$ cat src/rtl/axil_pkg.sv
// Shared types, response codes and the byte-strobe mask helper for the AXI4-Lite write controller.
package axil_pkg;

  typedef enum logic [2:0] {
    ST_IDLE,
    ST_HAVE_ADDR,
    ST_HAVE_DATA,
    ST_WRITE,
    ST_RESP
  } wr_state_t;

  localparam logic [1:0] RESP_OKAY   = 2'b00;
  localparam logic [1:0] RESP_SLVERR = 2'b10;

  // Widest data bus the mask helper serves; callers zero-extend and truncate around it.
  localparam int unsigned AXIL_MAX_DW = 256;
  localparam int unsigned AXIL_MAX_SW = AXIL_MAX_DW / 8;

  function automatic logic [AXIL_MAX_DW-1:0] strb_mask(input logic [AXIL_MAX_DW-1:0] data,
                                                      input logic [AXIL_MAX_SW-1:0] strb);
    logic [AXIL_MAX_DW-1:0] m;
    m = '0;
    for (int i = 0; i < int'(AXIL_MAX_SW); i++) begin
      if (strb[i]) m[i*8 +: 8] = data[i*8 +: 8];
    end
    return m;
  endfunction

endpackage

$ cat src/rtl/axil_chan_hold.sv
// One-entry holding register with a full flag; captures a channel payload on load, empties on clear.
module axil_chan_hold #(
  parameter int unsigned W = 8
) (
  input  logic         CLK,
  input  logic         RST,
  input  logic         load,
  input  logic         clear,
  input  logic [W-1:0] d,
  output logic [W-1:0] q,
  output logic         full
);

  always_ff @(posedge CLK) begin
    if (RST) begin
      q    <= '0;
      full <= 1'b0;
    end else if (clear) begin
      full <= 1'b0;
    end else if (load) begin
      q    <= d;
      full <= 1'b1;
    end
  end

endmodule

$ cat src/rtl/axil_wr_ctrl.sv
// AXI4-Lite write-channel controller: joins AW and W in any order, issues one masked memory write, returns B.
// Optional word-index range check (SLVERR) is enabled by defining AXIL_WR_RANGE_CHK_EN.
module axil_wr_ctrl
  import axil_pkg::*;
#(
  parameter int unsigned ADDR_WIDTH = 6,
  parameter int unsigned DATA_WIDTH = 32,
  parameter int unsigned MEM_DEPTH  = 12
) (
  input  logic                                          CLK,
  input  logic                                          RST,
  input  logic [ADDR_WIDTH-1:0]                         AWADDR,
  input  logic                                          AWVALID,
  output logic                                          AWREADY,
  input  logic [DATA_WIDTH-1:0]                         WDATA,
  input  logic [DATA_WIDTH/8-1:0]                       WSTRB,
  input  logic                                          WVALID,
  output logic                                          WREADY,
  output logic                                          BVALID,
  output logic [1:0]                                    BRESP,
  input  logic                                          BREADY,
  output logic                                          wr_en,
  output logic [ADDR_WIDTH-$clog2(DATA_WIDTH/8)-1:0]    wr_addr,
  output logic [DATA_WIDTH-1:0]                         wr_data_masked,
  output logic [DATA_WIDTH/8-1:0]                       wr_strb
);

  localparam int unsigned STRB_W = DATA_WIDTH / 8;
  localparam int unsigned OFS    = $clog2(STRB_W);
  localparam int unsigned IDX_W  = ADDR_WIDTH - OFS;

`ifdef AXIL_WR_RANGE_CHK_EN
  localparam bit RANGE_CHK = 1'b1;
`else
  localparam bit RANGE_CHK = 1'b0;
`endif

  wr_state_t state_q, state_d;

  logic              aw_hs, w_hs;
  logic              aw_full, w_full, hold_clr;
  logic              have_aw, have_w, addr_err;
  logic [IDX_W-1:0]  aw_idx_q, sel_idx;
  logic [DATA_WIDTH-1:0] w_data_q, sel_data;
  logic [STRB_W-1:0] w_strb_q, sel_strb;

  logic              awready_d, wready_d, bvalid_d, wr_en_d;
  logic [1:0]        bresp_d;
  logic [IDX_W-1:0]  wr_addr_d;
  logic [DATA_WIDTH-1:0] wr_data_d;
  logic [STRB_W-1:0] wr_strb_d;

  assign aw_hs = AWVALID && AWREADY;
  assign w_hs  = WVALID && WREADY;

  // Low address bits only pick a byte lane and are deliberately ignored.
  if (OFS > 0) begin : g_lsb
    logic unused_addr_lsb;
    assign unused_addr_lsb = ^AWADDR[OFS-1:0];
  end

  axil_chan_hold #(.W(IDX_W)) u_aw_hold (
    .CLK   (CLK),
    .RST   (RST),
    .load  (aw_hs),
    .clear (hold_clr),
    .d     (AWADDR[ADDR_WIDTH-1:OFS]),
    .q     (aw_idx_q),
    .full  (aw_full)
  );

  axil_chan_hold #(.W(DATA_WIDTH + STRB_W)) u_w_hold (
    .CLK   (CLK),
    .RST   (RST),
    .load  (w_hs),
    .clear (hold_clr),
    .d     ({WDATA, WSTRB}),
    .q     ({w_data_q, w_strb_q}),
    .full  (w_full)
  );

  // The completing beat may still be on the bus, so prefer held values and fall back to live inputs.
  assign sel_idx  = aw_full ? aw_idx_q : AWADDR[ADDR_WIDTH-1:OFS];
  assign sel_data = w_full  ? w_data_q : WDATA;
  assign sel_strb = w_full  ? w_strb_q : WSTRB;
  assign have_aw  = aw_full || aw_hs;
  assign have_w   = w_full || w_hs;
  assign addr_err = RANGE_CHK && (32'(sel_idx) >= MEM_DEPTH);

  // Next state and next registered output values.
  always_comb begin
    state_d   = state_q;
    bresp_d   = BRESP;
    wr_en_d   = 1'b0;
    wr_addr_d = wr_addr;
    wr_data_d = wr_data_masked;
    wr_strb_d = wr_strb;
    hold_clr  = 1'b0;

    unique case (state_q)
      ST_IDLE, ST_HAVE_ADDR, ST_HAVE_DATA: begin
        if (have_aw && have_w) begin
          state_d = ST_WRITE;
          bresp_d = addr_err ? RESP_SLVERR : RESP_OKAY;
          if (!addr_err) begin
            wr_en_d   = 1'b1;
            wr_addr_d = sel_idx;
            wr_data_d = DATA_WIDTH'(strb_mask(AXIL_MAX_DW'(sel_data), AXIL_MAX_SW'(sel_strb)));
            wr_strb_d = sel_strb;
          end
        end else if (have_aw) begin
          state_d = ST_HAVE_ADDR;
        end else if (have_w) begin
          state_d = ST_HAVE_DATA;
        end else begin
          state_d = ST_IDLE;
        end
      end
      ST_WRITE: begin
        state_d  = ST_RESP;
        hold_clr = 1'b1;
      end
      ST_RESP: begin
        if (BVALID && BREADY) state_d = ST_IDLE;
      end
      default: state_d = ST_IDLE;
    endcase

    awready_d = (state_d == ST_IDLE) || (state_d == ST_HAVE_DATA);
    wready_d  = (state_d == ST_IDLE) || (state_d == ST_HAVE_ADDR);
    bvalid_d  = (state_d == ST_RESP);
  end

  always_ff @(posedge CLK) begin
    if (RST) begin
      state_q        <= ST_IDLE;
      AWREADY        <= 1'b0;
      WREADY         <= 1'b0;
      BVALID         <= 1'b0;
      BRESP          <= RESP_OKAY;
      wr_en          <= 1'b0;
      wr_addr        <= '0;
      wr_data_masked <= '0;
      wr_strb        <= '0;
    end else begin
      state_q        <= state_d;
      AWREADY        <= awready_d;
      WREADY         <= wready_d;
      BVALID         <= bvalid_d;
      BRESP          <= bresp_d;
      wr_en          <= wr_en_d;
      wr_addr        <= wr_addr_d;
      wr_data_masked <= wr_data_d;
      wr_strb        <= wr_strb_d;
    end
  end

endmodule

$ cat config.mk
export PLATFORM = sky130hd
export DESIGN_NAME = axil_wr_ctrl
export DESIGN_NICKNAME = d
export VERILOG_FILES = /design/src/rtl/axil_pkg.sv /design/src/rtl/axil_chan_hold.sv /design/src/rtl/axil_wr_ctrl.sv
export SDC_FILE = /design/constraint.sdc
export NUM_CORES = 1
export LEC_CHECK = 0
export CORE_MARGIN = 5
export CORE_UTILIZATION = 49
export DETAILED_ROUTE_END_ITERATION = 8
export PLACE_DENSITY = 0.79
export SLEW_MARGIN = 20
export SYNTH_ARGS = -nofsm -noshare
export SYNTH_HDL_FRONTEND = slang
export SYNTH_SLANG_ARGS = --single-unit
$ cat constraint.sdc
create_clock -name CLK -period 1.6 [get_ports CLK]
set_input_delay 0.24 -clock CLK [delete_from_list [all_inputs] [get_ports CLK]]
set_output_delay 0.24 -clock CLK [all_outputs]
set_load 0.01 [all_outputs]
**After elaboration in Yosys (flattened, before gate mapping)**

Cells that the tools add are included.

- Register bits after elaboration: 89
- Input bits: 47
- Output and inout port bits: 46
- Logic and storage cells: 51

- Equal/unequal tests: 7
- Mux-type cells: 14
- Bitwise operators: 2
- Reductions and logical operators: 16

Operator list:

| cell | count |
|---|---|
| two-way mux 32 bit | 1 |
| two-way mux 8 bit | 4 |
| equality test 3 x 2 -> 1 bit (second input constant) | 3 |
| one-hot mux 3 bit (3 select lines) | 1 |
| two-way mux 4 bit | 2 |
| equality test 3 x 1 -> 1 bit (second input constant) | 2 |
| equality test 3 bit (second input constant) | 2 |
| zero test 3 bit | 2 |
| two-way mux 2 bit | 3 |
| AND reduction 2 bit | 3 |
| logical AND 1 bit | 4 |
| logical OR 1 bit | 4 |
| OR reduction 2 bit | 2 |
| two-way mux 3 bit | 1 |
| OR reduction 3 bit | 1 |
| two-way mux 1 bit | 2 |
| inverter 1 bit | 2 |

**Logic depth before layout (Yosys ltp)**

Gate-level depths: netlist (run 1).

- Depth in word-level cells: 8
- Depth in mapped cells: 6
- Depth with buffers taken out: 3

**Hierarchy**

Synthesis (run 1) repeated with hierarchy kept, for this count alone.

- Cells, all modules: 412
- Area total of the unflattened synthesis: 4,311.6 um^2

Modules (own cells, without submodules):

| module | instances | cells an instance | area an instance (um^2) | sequential area each (um^2) |
|---|---|---|---|---|
| axil_wr_ctrl | 1 | 224 | 2,389.8 | 940.9 |
| axil_chan_hold (u_w_hold) | 1 | 168 | 1,709.1 | 740.7 |
| axil_chan_hold (u_aw_hold) | 1 | 20 | 212.7 | 100.1 |

**Worst setup path after synthesis (run 1)**

No wires, ideal clock.

- Path kind: register -> register
- Start point: register AWREADY
- End point: register wr_data_masked[24]
- Setup time: 134 ps
- Data arrival time: 1,236 ps
- Data required time: 1,466 ps
- Setup slack: 229 ps
- Cell stages (with the launch flop): 5
- Path buffers: 1
- Period minus slack after synthesis: 1,371 ps
- Cells stage by stage: dfxtp_1 a21oi_1 buf_2 o311ai_0 o31ai_1

- Word-level cells in the longest chain between the ends: 4

RTL lines:

| item | line | source |
|---|---|---|
| from (decl) | axil_wr_ctrl.sv:14 | `output logic AWREADY,` |
| from (signal assigned) | axil_wr_ctrl.sv:147 | `AWREADY <= awready_d;` |
| logical AND 1 bit | axil_wr_ctrl.sv:53 | `assign aw_hs = AWVALID && AWREADY;` |
| logical OR 1 bit | axil_wr_ctrl.sv:86 | `assign have_aw = aw_full \|\| aw_hs;` |
| logical AND 1 bit | axil_wr_ctrl.sv:102 | `if (have_aw && have_w) begin` |
| AND reduction 2 bit (no line) | n/a |  |
| to (signal assigned) | axil_wr_ctrl.sv:153 | `wr_data_masked <= wr_data_d;` |
| to (decl) | axil_wr_ctrl.sv:24 | `output logic [DATA_WIDTH-1:0] wr_data_masked,` |

Every way passes these cells.
A chain may end at the register's enable or synchronous reset.

**Final worst setup path (run 1)**

- Start point: register wr_data_masked[29]
- End point: output port wr_data_masked[29]

No word-level cell between the ends.

==> results.sh, run 1 <==
export IMPL_cts_tree="done"
export IMPL_skew_ns=0.01158
export IMPL_powerDensity_nw_per_um2=906.3
export IMPL_nNetsFinal=536
export IMPL_coreArea_sq_um=7687
export IMPL_endpoint_kind="output pin"
export IMPL_grt_overflow_total=0
export IMPL_drc=0
export IMPL_htreeDepth=3
export IMPL_worstPathRequired_ns=1.36
export IMPL_critPathMaxFanout=2
export IMPL_fmax_mhz=655.5
export IMPL_gp_congestion=0.8080
export IMPL_max_stage_delay_ns=0.55
export IMPL_antenna_found_initial=0
export IMPL_path_cells="clkdlybuf4s50_1"
export IMPL_cts_buffers=9
export IMPL_grt_pass1_wl_um=16990
export IMPL_min_period_over_period=0.9534
export IMPL_leakagePower_uw=0.001766
export IMPL_yosysWarnings=0
export IMPL_drt_total_wl_um=10440
export IMPL_period_needed_ns=1.525
export IMPL_postRouteAntennaNets=0
export IMPL_drt_wirelength_per_cell_um=17.52
export IMPL_seq_area_frac_synth=0.4622
export IMPL_fp_row_count=32
export IMPL_vias=3559
export IMPL_report_final_slew_viol_count=0
export IMPL_die_w_um=98.70
export IMPL_dieArea_sq_um=9741
export IMPL_setup_viol=0
export IMPL_path_class="flip-flop to output pin"
export IMPL_ios=93
export IMPL_grtUsageTotal=0.2139
export IMPL_routed_via_density=5.971
export IMPL_cts_buffer_depth=2
export IMPL_die_h_um=98.70
export IMPL_drt_first_pass_iters=5
export IMPL_p_total_uw=4660
export IMPL_syn_inst=407
export IMPL_finalHoldViolations=0
export IMPL_path_buf_inv=1
export IMPL_ir_worst_vdd_mv=0.5367
export IMPL_crit_path_top_delay_cell="clkdlybuf4s50_1"
export IMPL_cts_setup_buffers=0
export IMPL_syn_avg_cell_area_sq_um=9.472
export IMPL_final_common_cell="dfxtp_1"
export IMPL_status="finished clean"
export IMPL_clock_latency_ns=0.36
export IMPL_hpwl_um=7313
export IMPL_cts_resized=2
export IMPL_grt_max_degree=31
export IMPL_arrival_ns=1.29
export IMPL_synth_seq_cells=89
export IMPL_n_antenna_cell=0
export IMPL_netlist_area_sq_um=3855
export IMPL_start_util=0.5015
export IMPL_drive_gt1_frac=0.1113
export IMPL_layout_common_cells="dfxtp_1 (87), clkdlybuf4s50_1 (85), a21oi_1 (43), mux2i_1 (40), nand3_1 (37)"
export IMPL_rsz0062_at_grt="no"
export IMPL_grt_pass1_vias=3539
export IMPL_syn_to_final_growth_pct=33.37
export IMPL_clk_transition_reported_paths_ns=0.09
export IMPL_critPathTopFamily="buffers and inverters"
export IMPL_critPathLaunchType="flip-flop"
export IMPL_cts_sinks=89
export IMPL_hold_class="primary input to flip-flop"
export IMPL_finish_utilization=0.6688
export IMPL_clockRootBuffer="clkbuf_8"
export IMPL_maxCapViolCount=0
export IMPL_hold_buffers=0
export IMPL_port_buffers=88
export IMPL_synth_cell_type_count=32
export IMPL_drt_iter0_markers=326
==> cells in the mapped netlist <==
library cell / number / area, sq um
nor3_1: 4 / 20.02
a21o_1: 2 / 15.01
mux2_2: 4 / 45.04
buf_2: 12 / 60.06
nand4_1: 4 / 25.02
and2_1: 1 / 6.260
and3b_1: 1 / 8.760
a21oi_4: 1 / 16.27
buf_1: 1 / 3.750
buf_4: 3 / 22.52
nor2_1: 3 / 11.26
mux2i_1: 40 / 400.4
o21ai_0: 35 / 175.2
a311o_1: 1 / 10.01
clkbuf_2: 5 / 25.02
nand3b_1: 1 / 7.510
nand3_1: 37 / 185.2
o21ai_1: 5 / 25.02
a311oi_1: 4 / 35.03
o31ai_1: 32 / 240.2
buf_6: 4 / 45.04
clkbuf_1: 21 / 78.83
inv_1: 1 / 3.750
dfxtp_1: 89 / 1782
o311ai_0: 32 / 280.3
a21o_2: 1 / 8.760
nor4_1: 1 / 6.260
nand3_4: 1 / 17.52
nand2_1: 11 / 41.29
conb_1: 1 / 3.750
a31oi_1: 4 / 25.02
a21oi_1: 45 / 225.2
==> final cells by class <==
type | instances | area [sq um]
well taps | 102 | 127.6
inverters | 1 | 3.754
fillers | 647 | 2546
multi-input cells | 272 | 1853
clock buffers | 11 | 141.4
flip-flops and latches | 89 | 1784
clock inverters | 5 | 31.28
repair buffers | 116 | 1200
==> per-layer routing <==
| layer | up-vias | track usage | routed length, um |
|---|---|---|---|
| met5 | - | 0 | 0 |
| met1 | 1711 | 0.2689 | 4336 |
| met2 | 112 | 0.3677 | 5362 |
| met4 | 0 | 0.06933 | 134 |
| li1 | 1723 | - | - |
| met3 | 13 | 0.04317 | 608 |
==> flip-flops by register name, indices dropped and copies added, names as in the netlist, 3 cells and up <==
name,flops
state_q,3
u_aw_hold.q,4
u_w_hold.q,36
wr_addr,4
wr_data_masked,32
wr_strb,4
==> worst register-to-register path, stage by stage (launching register included) <==
cell and delay [ns]:
dfxtp_1 0.37, a21o_1 0.21, buf_4 0.20, o311ai_0 0.37, o31ai_1 0.13
==> report_power, final <==
part	switching, uW	internal (uW)
Combinational	464	432
Sequential	70.9	2320
Clock	773	602
==> stage by stage <==
step           hold WS (ns)  setup TNS, ns  instance area, sq um  instances  worst slack, ns
3_5_place_dp         0.4564         -3.437                  4966        580          -0.1767
5_1_grt              0.3793              0                  5141        596          0.04203
6_report             0.3565              0                  5141        596          0.07451
4_1_cts              0.3390              0                  5139        596          0.02321
2_1_floorplan        0.3877              0                  3859        408           0.2294
3_3_place_gp         0.4518         -1.180                  4966        580         -0.04692
==> worst paths after layout <==
kind | start | endpoint | slack [ns] | cells after the start
setup / recovery | wr_data_masked[29]$_SDFFE_PP0P_ | wr_data_masked[29] | 0.07 | 1
hold reg to reg | wr_strb[3]$_SDFFE_PP0P_ | wr_strb[3]$_SDFFE_PP0P_ | 0.47 | 2
setup reg to reg | state_q[0]$_SDFF_PP0_ | wr_data_masked[20]$_SDFFE_PP0P_ | 0.20 | 4
hold / removal | RST | wr_strb[1]$_SDFFE_PP0P_ | 0.36 | 4
==> logic make-up (layout without fill, tap and decap cells) <==
kind of cell           after synthesis  after routing  share of synthesized area
AOI/OAI and AO/OA                  162            162                     0.2739
and+or+nand+nor                     64             64                    0.08537
muxes                               44             44                     0.1155
DFF                                 89             89                     0.4622
other                                1              2                  0.0009728
buffers and inverters               47            133                    0.06199
Power figures use the tool's default switching activity.
==> run 2: changes to the inputs <==
Settings changed: CTS_CLUSTER_DIAMETER set to 40, GPL_ROUTABILITY_DRIVEN set to 0, REMOVE_ABC_BUFFERS set to 1.
==> run 2 against run 1 <==
Effect of this change: cell count rose by 0.67%; clock power rose by 4%; die area did not move; critical endpoint is now AWREADY; largest cell class unchanged.
==> results.sh, run 2 (synthesized netlist as in run 1, its figures left out) <==
export IMPL_maxCapViolCount=0
export IMPL_coreArea_sq_um=7687
export IMPL_crit_cells=1
export IMPL_report_final_slew_viol_count=0
export IMPL_nNetsFinal=540
export IMPL_path_class="flip-flop to output pin"
export IMPL_grt_use_met1=0.2658
export IMPL_leakagePower_uw=0.001761
export IMPL_grt_max_degree=38
export IMPL_r2r_cells=4
export IMPL_clock_power_share=0.303
export IMPL_path_cells="clkdlybuf4s50_1"
export IMPL_use_met3=0.04529
export IMPL_fmax_mhz=647.2
export IMPL_fp_row_count=32
export IMPL_ios=93
export IMPL_drt_wirelength_per_cell_um=18.25
export IMPL_layout_common_cells="clkdlybuf4s50_1 (87), dfxtp_1 (86), a21oi_1 (43), mux2i_1 (40), nand3_1 (37)"
export IMPL_drt_first_pass_iters=5
export IMPL_cts_setup_buffers=0
export IMPL_path_buf_inv=1
export IMPL_critPathMaxFanout=8
export IMPL_hpwl_um=7477
export IMPL_critPathTopFamily="buffers and inverters"
export IMPL_p_comb_frac=0.191
export IMPL_clk_transition_reported_paths_ns=0.09
export IMPL_period_needed_ns=1.545
export IMPL_grt_pass1_wl_um=17770
export IMPL_syn_to_final_growth_pct=34.27
export IMPL_postRouteAntennaNets=0
export IMPL_hold_buffers=0
export IMPL_cts_buffer_depth=2
export IMPL_worstPathRequired_ns=1.36
export IMPL_n_antenna_cell=0
export IMPL_p_sw_frac=0.2803
export IMPL_worst_hold_path_num_cells=3
export IMPL_routed_via_density=6.107
export IMPL_htreeDepth=3
export IMPL_critPathLaunchType="flip-flop"
export IMPL_antenna_found_initial=0
export IMPL_clockRootBuffer="clkbuf_8"
export IMPL_hold_class="primary input to flip-flop"
export IMPL_largest_reg_flops=36
export IMPL_crit_path_top_delay_cell="clkdlybuf4s50_1"
export IMPL_powerDensity_nw_per_um2=912.2
export IMPL_setup_viol=0
export IMPL_drc=0
export IMPL_drt_total_wl_um=10950
export IMPL_dieArea_sq_um=9741
export IMPL_vias=3664
export IMPL_min_period_over_period=0.9657
export IMPL_cts_buffers=9
export IMPL_die_w_um=98.70
export IMPL_drt_iter0_markers=210
export IMPL_p_total_uw=4722
export IMPL_power_internal_uw=3398
export IMPL_arrival_ns=1.31
export IMPL_final_common_cell="clkdlybuf4s50_1"
export IMPL_clock_latency_ns=0.36
export IMPL_dp_cells=584
export IMPL_grt_overflow_total=0
export IMPL_grtUsageTotal=0.2217
export IMPL_cts_sinks=89
export IMPL_port_buffers=88
export IMPL_status="finished clean"
export IMPL_drive_gt1_frac=0.1205
export IMPL_die_h_um=98.70
export IMPL_max_stage_delay_ns=0.55
export IMPL_finish_utilization=0.6733
export IMPL_p_switching_uw=1324
export IMPL_endpoint_kind="output pin"
export IMPL_ir_worst_vdd_mv=0.7641
export IMPL_regMostFlops="u_w_hold.q"
export IMPL_rsz0062_at_grt="no"
export IMPL_cts_tree="done"
export IMPL_skew_ns=0.009369
export IMPL_grt_pass1_vias=3659
export IMPL_sequentialPowerShare=0.506
export IMPL_start_util=0.5015
export IMPL_finalHoldViolations=0
export IMPL_grt_use_met2=0.3947
export IMPL_reg_top3="u_w_hold.q x36, wr_data_masked x32"
export IMPL_grt_most_used_layer="met2"
export IMPL_setup_tns_ns=0
export IMPL_fin_cells=600
run 2: layer usage:
metal / vias to the layer above / wire length [um]
li1: 1735 / -
met1: 1781 / 4290
met2: 128 / 5852
met3: 20 / 616
met4: 0 / 189
met5: - / 0
run 2: layout make-up:
type	instances	area [sq um]
Fill cell	647	2511
Multi-Input combinational cell	272	1846
Timing Repair Buffer	120	1229
Tap cell	102	127.6
Inverter	1	3.754
Sequential cell	89	1788
Clock buffer	12	155.1
Clock inverter	4	27.53
run 2: power by group through the flow:
stage | sequential (uW) | clock, uW | combinational (uW)
after CTS | 2390 | 1450 | 898
after floorplan | 2470 | 0 | 356
final | 2390 | 1430 | 901
after global routing | 2400 | 1540 | 970
after global placement | 2430 | 0 | 866
after detailed placement | 2440 | 0 | 892
run 2: repair_timing:
action	4_1_cts	5_1_grt
resized for setup	2	1
endpoints found under the setup margin	2	1
endpoints found under the hold margin	0	0
pin swaps	0	0
gates cloned	0	0
run 2: path summary, 6_finish.rpt:
path	start	endpoint	slack [ns]
setup / recovery	AWREADY$_SDFF_PP0_	AWREADY	0.05
hold / removal	RST	u_w_hold.q[31]$_SDFFE_PP0P_	0.39
setup reg to reg	u_w_hold.full$_SDFFE_PP0P_	wr_strb[2]$_SDFFE_PP0P_	0.07
hold reg to reg	wr_strb[3]$_SDFFE_PP0P_	wr_strb[3]$_SDFFE_PP0P_	0.46
run 2: metrics by stage:
stage	instance area (sq um)	worst slack, ns	hold WS, ns
final	5176	0.05485	0.3877
after global routing	5176	0.004526	0.4064
after CTS	5174	0.005891	0.3794
after detailed placement	4989	-0.1819	0.4520
after global placement	4989	-0.06662	0.4456
after floorplan	3623	-1.222	0.3091
==> run 3: changes to the inputs <==
Clock period 1.6 ns to 1.7 ns, I/O delays scaled along.
==> run 3 against run 2 <==
Effect of this change: combinational power decreased by 11%; critical path depth unchanged; total power decreased by 1.7%; largest cell class unchanged; cell count decreased by 1.2%; critical path type unchanged; core utilization decreased by 0.73 points; first-iteration DRC count decreased by 18%; sequential share of layout area increased by 0.31 points; setup slack improved by 0.040 ns.
==> results.sh, run 3 (synthesized netlist as in run 1, its figures left out) <==
export IMPL_status="finished clean"
export IMPL_ios=93
export IMPL_reg_top3="u_w_hold.q x36, wr_data_masked x32"
export IMPL_die_w_um=98.70
export IMPL_path_cells="clkdlybuf4s50_1"
export IMPL_finish_utilization=0.6660
export IMPL_drive_gt1_frac=0.1100
export IMPL_die_h_um=98.70
export IMPL_worstPathRequired_ns=1.44
export IMPL_clockRootBuffer="clkbuf_8"
export IMPL_clk_transition_reported_paths_ns=0.08
export IMPL_drt_iter0_markers=172
export IMPL_endpoint_kind="output pin"
export IMPL_r2r_end="u_w_hold.q[30]$_SDFFE_PP0P_"
export IMPL_path_buf_inv=1
export IMPL_cts_sinks=89
export IMPL_cts_tree="done"
export IMPL_drt_wirelength_per_cell_um=17.87
export IMPL_drc=0
export IMPL_nNetsFinal=535
export IMPL_fin_ws_ns=0.09486
export IMPL_skew_ns=0.008352
export IMPL_r2r_cells=4
export IMPL_grt_pass1_vias=3366
export IMPL_drt_total_wl_um=10600
export IMPL_path_class="flip-flop to output pin"
export IMPL_fp_row_count=32
export IMPL_startpoint="WREADY$_SDFF_PP0_"
export IMPL_worstHoldStart="RST"
export IMPL_rsz0062_at_grt="no"
export IMPL_powerDensity_nw_per_um2=906.3
export IMPL_critPathTopFamily="buffers and inverters"
export IMPL_critPathMaxFanout=5
export IMPL_grt_max_degree=40
export IMPL_crit_path_top_delay_cell="clkdlybuf4s50_1"
export IMPL_pre_cts_slack_ns=-0.09147
export IMPL_routed_via_density=6.051
export IMPL_cts_buffer_depth=2
export IMPL_arrival_ns=1.35
export IMPL_r2r_start="state_q[2]$_SDFF_PP0_"
export IMPL_worst_hold_path_num_cells=3
export IMPL_antenna_found_initial=0
export IMPL_layout_common_cells="dfxtp_1 (87), clkdlybuf4s50_1 (87), a21oi_1 (43), mux2i_1 (40), nand3_1 (37)"
export IMPL_fill_cells=630
export IMPL_coreArea_sq_um=7687
export IMPL_regMostFlops="u_w_hold.q"
export IMPL_finalHoldViolations=0
export IMPL_critPathLaunchType="flip-flop"
export IMPL_start_util=0.5015
export IMPL_drt_first_pass_iters=4
export IMPL_dieArea_sq_um=9741
export IMPL_syn_to_final_growth_pct=32.81
export IMPL_cts_buffers=9
export IMPL_ff2ff_setup_slack_ns=0.21
export IMPL_hpwl_um=7253
export IMPL_setup_tns_ns=0
export IMPL_htreeDepth=3
export IMPL_holdWs_ns=0.2933
export IMPL_hold_class="primary input to flip-flop"
export IMPL_postRouteAntennaNets=0
export IMPL_leakagePower_uw=0.001741
export IMPL_grt_overflow_total=0
export IMPL_period_needed_ns=1.605
export IMPL_setup_viol=0
export IMPL_grtUsageTotal=0.2082
export IMPL_vias=3588
export IMPL_n_antenna_cell=0
export IMPL_min_period_over_period=0.9442
export IMPL_holdPathEnd="BVALID$_SDFF_PP0_"
export IMPL_max_stage_delay_ns=0.58
export IMPL_clock_latency_ns=0.34
export IMPL_port_buffers=88
export IMPL_ir_worst_vdd_mv=0.5032
export IMPL_report_final_slew_viol_count=0
export IMPL_crit_cells=1
export IMPL_hold_buffers=0
export IMPL_largest_reg_flops=36
export IMPL_maxCapViolCount=0
export IMPL_fmax_mhz=623.0
export IMPL_grt_pass1_wl_um=16570
[run 3: cell count changes in the layout (fill, tap and decap cells not counted)]
cell and delta:
and3b_1 -1, and3b_2 +1, buf_12 -4, buf_4 -1
bufinv_16 +2, clkbuf_1 -1, clkinvlp_4 -3, dfxtp_1 +1
dfxtp_4 -1
[run 3: per-layer routing]
layer  global-route usage  vias up  part of all wire
met5                    0        -                 0
met4              0.06618        0             0.012
met3              0.03468       10             0.059
met2               0.3755      131              0.52
met1               0.2522     1731              0.41
li1                     -     1716                 -
[run 3: timing repair]
item / in CTS / in global routing
gates resized for setup: 1 / 1
setup endpoints to repair: 1 / 13
cloned: 0 / 0
buffers inserted: 0 / 0
[run 3: worst max-delay path by stage]
stage,end
floorplan,wr_addr[0]$_SDFFE_PP0P_
global placement,wr_data_masked[7]$_SDFFE_PP0P_
detailed placement,wr_data_masked[9]$_SDFFE_PP0P_
CTS,u_w_hold.q[29]$_SDFFE_PP0P_
global route,WREADY
finish,WREADY
[run 3: area by class of cell]
type	count	area, sq um	share of cell area
inverter	1	3.754	0.0007331
multi-input combinational	272	1847	0.3607
tap	102	127.6	0.02493
clock buffer	11	151.4	0.02957
sequential	89	1784	0.3485
clock inverter	3	65.06	0.01271
timing repair buffer	115	1141	0.2229
[run 3: report_power, final]
group	switching [uW]	internal [uW]	total, uW	leakage, uW
logic	425	379	804	0.000907
registers	72.4	2180	2250	0.000724
clock network	691	891	1580	0.000111
total	1190	3450	4640	0.00174
[run 3: stage by stage]
stage	instance area, sq um	power [uW]	cells
final	5120	4640	593
after global routing	5120	4795	593
after floorplan	3623	2657	362
after CTS	5119	4645	593
after global placement	4901	3070	579
after detailed placement	4901	3098	579
